### config.mk
export PLATFORM = sky130hd
export DESIGN_NAME = mem_port_arbiter
export DESIGN_NICKNAME = d
export VERILOG_FILES = /design/src/rtl/cpu_pkg.sv /design/src/rtl/mem_port_arbiter.sv
export SDC_FILE = /design/constraint.sdc
export NUM_CORES = 1
export LEC_CHECK = 0
export ABC_AREA = 1
export CORE_AREA = 5 5 105 107
export CTS_CLUSTER_DIAMETER = 150
export CTS_CLUSTER_SIZE = 30
export DETAILED_ROUTE_END_ITERATION = 6
export DIE_AREA = 0 0 110 112
export PLACE_DENSITY = 0.75
export SETUP_SLACK_MARGIN = 0.02
export SYNTH_ARGS = -nofsm -noshare
export SYNTH_HDL_FRONTEND = slang
export SYNTH_SLANG_ARGS = --single-unit
### constraint.sdc
create_clock -name clk -period 2.3 [get_ports clk]
set_input_delay 0.345 -clock clk [delete_from_list [all_inputs] [get_ports clk]]
set_output_delay 0.345 -clock clk [all_outputs]
set_load 0.01 [all_outputs]
### src/rtl/cpu_pkg.sv
// Shared CPU types and default widths: response-owner encoding plus
// the address/data widths used by the memory-side blocks.
package cpu_pkg;

  localparam int unsigned CPU_ADDR_W = 32;
  localparam int unsigned CPU_DATA_W = 32;

  typedef enum logic [1:0] {
    RSP_NONE = 2'd0,
    RSP_IF   = 2'd1,
    RSP_D    = 2'd2
  } rsp_owner_e;

endpackage

### src/rtl/mem_port_arbiter.sv
// Shares the single-ported SRAM between instruction fetch and the LSU, one access per cycle.
// Optional fetch starvation guard: define ARB_STARVE_GUARD_EN.
module mem_port_arbiter
  import cpu_pkg::*;
#(
  parameter int unsigned ADDR_W     = CPU_ADDR_W,
  parameter int unsigned DATA_W     = CPU_DATA_W,
  parameter int unsigned STARVE_MAX = 4
) (
  input  logic                clk,
  input  logic                rst,
  input  logic                if_req_valid,
  output logic                if_req_ready,
  input  logic [ADDR_W-1:0]   if_req_addr,
  output logic                if_rsp_valid,
  output logic [DATA_W-1:0]   if_rsp_rdata,
  input  logic                d_req_valid,
  output logic                d_req_ready,
  input  logic [ADDR_W-1:0]   d_req_addr,
  input  logic                d_req_we,
  input  logic [DATA_W/8-1:0] d_req_wstrb,
  input  logic [DATA_W-1:0]   d_req_wdata,
  output logic                d_rsp_valid,
  output logic [DATA_W-1:0]   d_rsp_rdata,
  output logic                mem_en,
  output logic                mem_we,
  output logic [ADDR_W-1:0]   mem_addr,
  output logic [DATA_W/8-1:0] mem_wstrb,
  output logic [DATA_W-1:0]   mem_wdata,
  input  logic [DATA_W-1:0]   mem_rdata
);

  // Handshake: a request transfers in the cycle where valid && ready; the
  // requester holds valid and payload until then. Responses are 1 cycle later
  // and cannot be stalled.
  logic       grant_if;
  logic       grant_d;
  logic       force_if;
  rsp_owner_e owner_q, owner_d;
  logic       rsp_we_q, rsp_we_d;

`ifdef ARB_STARVE_GUARD_EN
  localparam int unsigned CNT_W = $clog2(STARVE_MAX + 1);
  logic [CNT_W-1:0] starve_q, starve_d;

  // Counts contested cycles fetch has lost; at the limit fetch wins the next one.
  always_comb begin
    force_if = (starve_q == CNT_W'(STARVE_MAX));
    starve_d = starve_q;
    if (grant_if) begin
      starve_d = '0;
    end else if (if_req_valid && grant_d) begin
      starve_d = starve_q + 1'b1;
    end
  end

  always_ff @(posedge clk) begin
    if (rst) begin
      starve_q <= '0;
    end else begin
      starve_q <= starve_d;
    end
  end
`else
  // Without the guard fetch is never forced (STARVE_MAX is always >= 1).
  assign force_if = (STARVE_MAX == 0);
`endif

  always_comb begin
    grant_if = 1'b0;
    grant_d  = 1'b0;
    if (!rst) begin
      if (if_req_valid && d_req_valid) begin
        grant_if = force_if;
        grant_d  = !force_if;
      end else begin
        grant_if = if_req_valid;
        grant_d  = d_req_valid;
      end
    end
  end

  assign if_req_ready = grant_if;
  assign d_req_ready  = grant_d;

  always_comb begin
    mem_en    = grant_if || grant_d;
    mem_we    = 1'b0;
    mem_addr  = '0;
    mem_wstrb = '0;
    mem_wdata = '0;
    if (grant_d) begin
      mem_we    = d_req_we;
      mem_addr  = d_req_addr;
      mem_wstrb = d_req_wstrb;
      mem_wdata = d_req_wdata;
    end else if (grant_if) begin
      mem_addr  = if_req_addr;
    end
  end

  always_ff @(posedge clk) begin
    if (rst) begin
      owner_q  <= RSP_NONE;
      rsp_we_q <= 1'b0;
    end else begin
      owner_q  <= owner_d;
      rsp_we_q <= rsp_we_d;
    end
  end

  // The owner of next cycle's response is whoever is granted now.
  always_comb begin
    owner_d      = RSP_NONE;
    rsp_we_d     = 1'b0;
    if_rsp_valid = 1'b0;
    if_rsp_rdata = '0;
    d_rsp_valid  = 1'b0;
    d_rsp_rdata  = '0;
    if (grant_if) begin
      owner_d  = RSP_IF;
    end else if (grant_d) begin
      owner_d  = RSP_D;
      rsp_we_d = d_req_we;
    end
    // An access in flight when reset arrives is dropped.
    if (!rst) begin
      case (owner_q)
        RSP_IF: begin
          if_rsp_valid = 1'b1;
          if_rsp_rdata = mem_rdata;
        end
        RSP_D: begin
          d_rsp_valid = 1'b1;
          d_rsp_rdata = rsp_we_q ? '0 : mem_rdata;
        end
        default: ;
      endcase
    end
  end

endmodule

**Yosys cells after proc, flatten, opt, wreduce, memory -nomap -nowiden**

Cells that the tools add are included.

- Mux-type cells: 20
- Eq/ne operators: 2
- Reductions and logical operators: 3

Operators with widths:

| cell | count |
|---|---|
| two-way mux 32 bit | 8 |
| two-way mux 1 bit | 10 |
| two-way mux 4 bit | 1 |
| == test 2 x 1 -> 1 bit, second input constant | 1 |
| == test 2 bit, second input constant | 1 |
| two-way mux 2 bit | 1 |
| OR reduction 2 bit | 1 |
| logical AND 1 bit | 1 |
| logical OR 1 bit | 1 |

- Input port bits: 137
- Register bits after elaboration: 3
- Word-level logic and storage cells: 28

**Longest topological paths before layout**

- Word-level depth: 5
- Depth in mapped cells: 6

**Least setup slack after synthesis**

Ideal clock, no wire load.

- Path type: input port to output port
- From: input port d_req_valid
- To: output port mem_wdata[22]
- Slack: 0.922 ns
- Arrival time: 1.033 ns
- Path buffers: 2
- Stages on the path: 6
- Path through: inv_2 > nor2_4 > inv_2 > buf_2 > buf_6 > nor2_1

- Longest elaborated chain between the ends: 4

RTL lines:

| element | line | text |
|---|---|---|
| start: declaration | mem_port_arbiter.sv:17 | `input logic d_req_valid,` |
| logical AND 1 bit | mem_port_arbiter.sv:73 | `if (if_req_valid && d_req_valid) begin` |
| two-way mux 1 bit (*) | mem_port_arbiter.sv:73 |  |
| two-way mux 1 bit (*) | mem_port_arbiter.sv:72 | `if (!rst) begin` |
| two-way mux 32 bit (*) | mem_port_arbiter.sv:92 | `if (grant_d) begin` |
| end: declaration | mem_port_arbiter.sv:29 | `output logic [DATA_W-1:0] mem_wdata,` |

Every way passes the cells marked *; elsewhere a longest branch is shown, timed or not.

**Worst setup path in the final report**

- From: input port d_req_valid
- To: output port mem_addr[26]

- Longest elaborated chain between the ends: 5

RTL lines:

| element | line | text |
|---|---|---|
| logical AND 1 bit | mem_port_arbiter.sv:73 |  |
| two-way mux 1 bit | mem_port_arbiter.sv:73 |  |
| two-way mux 1 bit | mem_port_arbiter.sv:72 |  |
| two-way mux 32 bit | mem_port_arbiter.sv:97 | `end else if (grant_if) begin` |
| two-way mux 32 bit (*) | mem_port_arbiter.sv:92 |  |
| end: declaration | mem_port_arbiter.sv:27 | `output logic [ADDR_W-1:0] mem_addr,` |

Marks and branches as above.

==> flow_results.xml <==
<?xml version="1.0" encoding="UTF-8"?>
<metrics>
  <group name="route">
    <metric name="drc" unit="">0</metric>
    <metric name="detail_route.vias_per_cell" unit="">4.19</metric>
    <metric name="routed_wirelength" unit="um">10500</metric>
    <metric name="wl_per_cell" unit="um">13.4</metric>
    <metric name="drt_iter0_drc" unit="">205</metric>
    <metric name="final_antenna_net_count" unit="">0</metric>
    <metric name="num_vias" unit="">3296</metric>
    <metric name="number_of_search_and_repair_iterations_in_the_first_detailed_routing_pass" unit="">4</metric>
  </group>
  <group name="logic_synthesis">
    <metric name="postSynth.topFlopCell" unit="">sky130_fd_sc_hd__dfxtp_1</metric>
    <metric name="synthCells" unit="">378</metric>
    <metric name="synth_area_leader_cell" unit="">sky130_fd_sc_hd__nor2_1</metric>
    <metric name="synth.top_cells.by_count" unit="">sky130_fd_sc_hd__nor2_1, sky130_fd_sc_hd__nand2_1, sky130_fd_sc_hd__inv_1</metric>
    <metric name="synth_most_common_cell" unit="">sky130_fd_sc_hd__nor2_1</metric>
    <metric name="syn_area" unit="sq um">1620</metric>
    <metric name="yosys_register_bits" unit="">3</metric>
    <metric name="synthesis_warning_total" unit="">0</metric>
    <metric name="synth_enable_flop_cells" unit="">0</metric>
    <metric name="synth_top_area_share" unit="%">29.7</metric>
    <metric name="post_synth.cell_area_avg" unit="sq um">4.29</metric>
    <metric name="synth.lib_cells_used.distinct" unit="">15</metric>
    <metric name="synth_area_leaders" unit="">sky130_fd_sc_hd__nor2_1, sky130_fd_sc_hd__nand2_1, sky130_fd_sc_hd__inv_1</metric>
    <metric name="seq_area_frac_synth" unit="%">3.71</metric>
    <metric name="synthesis.nets" unit="">515</metric>
    <metric name="asyncSetResetFlopFracSynth" unit="%">0</metric>
  </group>
  <group name="cts">
    <metric name="cts-buffers-inserted" unit="">3</metric>
    <metric name="ctsHoldBuffers" unit="">0</metric>
    <metric name="cts_max_path_buffers" unit="">2</metric>
    <metric name="clock_sink_count" unit="">3</metric>
    <metric name="clkTransAtPathRegs" unit="ns">0.03</metric>
    <metric name="clk_root_buffer_cell" unit="">sky130_fd_sc_hd__clkbuf_8</metric>
    <metric name="tritoncts_clock_tree" unit="">done</metric>
    <metric name="clock_tree.htree_level_count" unit="">1</metric>
  </group>
  <group name="flow_run">
    <metric name="max_cap_violation_count" unit="">0</metric>
  </group>
  <group name="worst_setup_path">
    <metric name="crit_buf_inv" unit="">5</metric>
    <metric name="cp-start-kind" unit="">primary input</metric>
    <metric name="critical_path_required" unit="ns">1.96</metric>
    <metric name="worstPathCellList" unit="">clkdlybuf4s50_1 &gt; inv_2 &gt; nor2_4 &gt; buf_12 &gt; buf_6 &gt; nand2_1 &gt; nand2_1 &gt; clkdlybuf4s50_1</metric>
    <metric name="crit_family" unit="">buffers and inverters</metric>
    <metric name="critical_path.max_stage_delay" unit="ns">0.55</metric>
    <metric name="critical_path_class" unit="">in2out</metric>
    <metric name="crit_path_top_delay_cell" unit="">sky130_fd_sc_hd__clkdlybuf4s50_1</metric>
    <metric name="worst-path-max-fanout" unit="">7</metric>
    <metric name="worst-endpoint-arrival" unit="ns">1.88</metric>
    <metric name="critical_path.endpoint_type" unit="">primary output</metric>
  </group>
  <group name="die">
    <metric name="start_util" unit="%">16.1</metric>
    <metric name="design.core.area" unit="sq um">10000</metric>
    <metric name="chipWidth" unit="um">110</metric>
    <metric name="placement_rows" unit="">37</metric>
    <metric name="chipHeight" unit="um">112</metric>
    <metric name="ioPinCount" unit="">275</metric>
    <metric name="floorplan.die_area" unit="sq um">12300</metric>
  </group>
  <group name="timing">
    <metric name="max-slew-margin-rel" unit="%">72.8</metric>
    <metric name="rsz0062_at_grt" unit="">false</metric>
    <metric name="final_max_slew_viol_count" unit="">0</metric>
    <metric name="timing_worst_slew_pin_value" unit="ns">0.407</metric>
    <metric name="hold_viol_final" unit="">0</metric>
    <metric name="layout_worst_path_cycle_share" unit="%">96.8</metric>
    <metric name="max_freq" unit="GHz">0.449</metric>
    <metric name="post-route-worst-setup-slack" unit="ns">0.0745</metric>
    <metric name="final-setup-viol-count" unit="">0</metric>
    <metric name="final_critical_path_time_including_i_o_delays_and_setup" unit="ns">2.23</metric>
    <metric name="setup-tns-final" unit="ns">0</metric>
  </group>
  <group name="place">
    <metric name="half_perimeter_wire_length_after_detailed_placement" unit="um">8820</metric>
    <metric name="port_buffers" unit="">274</metric>
    <metric name="dp_worst_setup_slack" unit="ns">-0.133</metric>
    <metric name="gp_congestion" unit="">0.828</metric>
  </group>
  <group name="grt">
    <metric name="grt_util_all_layers" unit="%">15.3</metric>
    <metric name="globalRouteOverflowTotal" unit="">0</metric>
    <metric name="grt_pass1_vias" unit="">3267</metric>
    <metric name="grt_max_degree" unit="">34</metric>
    <metric name="grt_first_pass_wirelength" unit="um">15300</metric>
    <metric name="antenna_violations_before_repair" unit="">0</metric>
  </group>
  <group name="pwr">
    <metric name="leakage" unit="nW">2.66</metric>
    <metric name="vdd.ir_drop.worst" unit="uV">83.3</metric>
    <metric name="power-per-cell-area" unit="nW/um^2">189</metric>
  </group>
  <group name="cells_and_area">
    <metric name="fin_nets" unit="">788</metric>
    <metric name="drive_gt1_share" unit="%">7.23</metric>
    <metric name="antenna-diode-count" unit="">0</metric>
    <metric name="syn_to_final_growth" unit="%">191</metric>
    <metric name="fillCellCount" unit="">1020</metric>
  </group>
  <group name="status">
    <metric name="result_of_the_run" unit="">finished, final reports clean</metric>
  </group>
  <group name="min_path">
    <metric name="holdCritPathClass" unit="">in2reg</metric>
  </group>
</metrics>
[cell usage in the layout (no fill, tap or decap)]
master	n
sky130_fd_sc_hd__clkdlybuf4s50_1	212
sky130_fd_sc_hd__nor2_1	127
sky130_fd_sc_hd__nand2_1	97
sky130_fd_sc_hd__inv_1	71
sky130_fd_sc_hd__nand4_1	32
sky130_fd_sc_hd__dlygate4sd2_1	26
sky130_fd_sc_hd__dlymetal6s2s_1	22
sky130_fd_sc_hd__buf_4	14
sky130_fd_sc_hd__nor2_2	11
sky130_fd_sc_hd__clkdlybuf4s15_1	9
sky130_fd_sc_hd__buf_12	6
sky130_fd_sc_hd__clkbuf_2	5
sky130_fd_sc_hd__inv_2	3
sky130_fd_sc_hd__clkbuf_8	3
sky130_fd_sc_hd__buf_6	3
sky130_fd_sc_hd__dfxtp_1	3
sky130_fd_sc_hd__nor2_4	1
sky130_fd_sc_hd__nand3_1	1
sky130_fd_sc_hd__nor3_1	1
sky130_fd_sc_hd__a21oi_1	1
sky130_fd_sc_hd__clkbuf_1	1
sky130_fd_sc_hd__clkbuf_16	1
[where the power goes]
part           leakage (nW)  switching, mW  internal, mW  total (mW)
clock network        0.0228         0.0382         0.119       0.157
registers            0.0248        0.00323        0.0548      0.0580
logic                  2.61          0.272         0.401       0.674
[timing repair]
item	4_1_cts	5_1_grt
resized for setup	42	42
setup endpoints to repair	107	30
pin swaps	1	1
buffers inserted	2	2
gates cloned	0	2
[tightest hold or removal path: cells and delay by family]
family        cells  cell delay (ns)
simple gates      1             0.06
buf+inv           2             0.52
[stage by stage]
| stage | instances | util, % | area [sq um] | power [mW] | hold WS (ns) |
|---|---|---|---|---|---|
| final | 786 | 46.9 | 4710 | 0.889 | 0.758 |
| after global routing | 786 | 46.9 | 4710 | 0.953 | 0.773 |
| after CTS | 782 | 45.8 | 4600 | 0.894 | 0.751 |
| after detailed placement | 776 | 45.6 | 4580 | 0.743 | 0.986 |
| after global placement | 776 | 45.6 | 4580 | 0.734 | 0.994 |
| after floorplan | 378 | - | 1620 | 0.282 | 0.480 |
[registers in the layout, summed over array words and instances, names as in the netlist]
register	cells
owner_q	2
rsp_we_q	1
[area by class of cell]
cell class	instances	area, sq um	share of cell area (%)
well taps	136	170	3.61
multi-input cells	271	1140	24.1
inverters	74	278	5.89
repair buffers	298	3020	64.2
clock buffers	4	45.0	0.956
flip-flops and latches	3	60.1	1.27
[logic make-up after synthesis]
family	Yosys count	share of synthesized area, %
buffers and inverters	104	26.3
DFF	3	3.71
and+or+nand+nor	270	69.7
AOI/OAI and AO/OA	1	0.309
[path summary, 6_finish.rpt]
check | from | to | slack (ns) | depth (start not counted)
setup / recovery | d_req_valid | mem_addr[26] | 0.07 | 8
hold / removal | d_req_we | rsp_we_q$_SDFF_PP0_ | 0.76 | 3
[layer usage]
| layer | global-route usage, % | wire, um | up-vias |
|---|---|---|---|
| met5 | 0 | 0 | - |
| met4 | 4.82 | 201 | 0 |
| met2 | 29.7 | 5550 | 168 |
| li1 | - | - | 1650 |
| met3 | 3.83 | 1050 | 12 |
| met1 | 15.5 | 3710 | 1466 |
No activity file was read; power rests on OpenSTA's default activity.
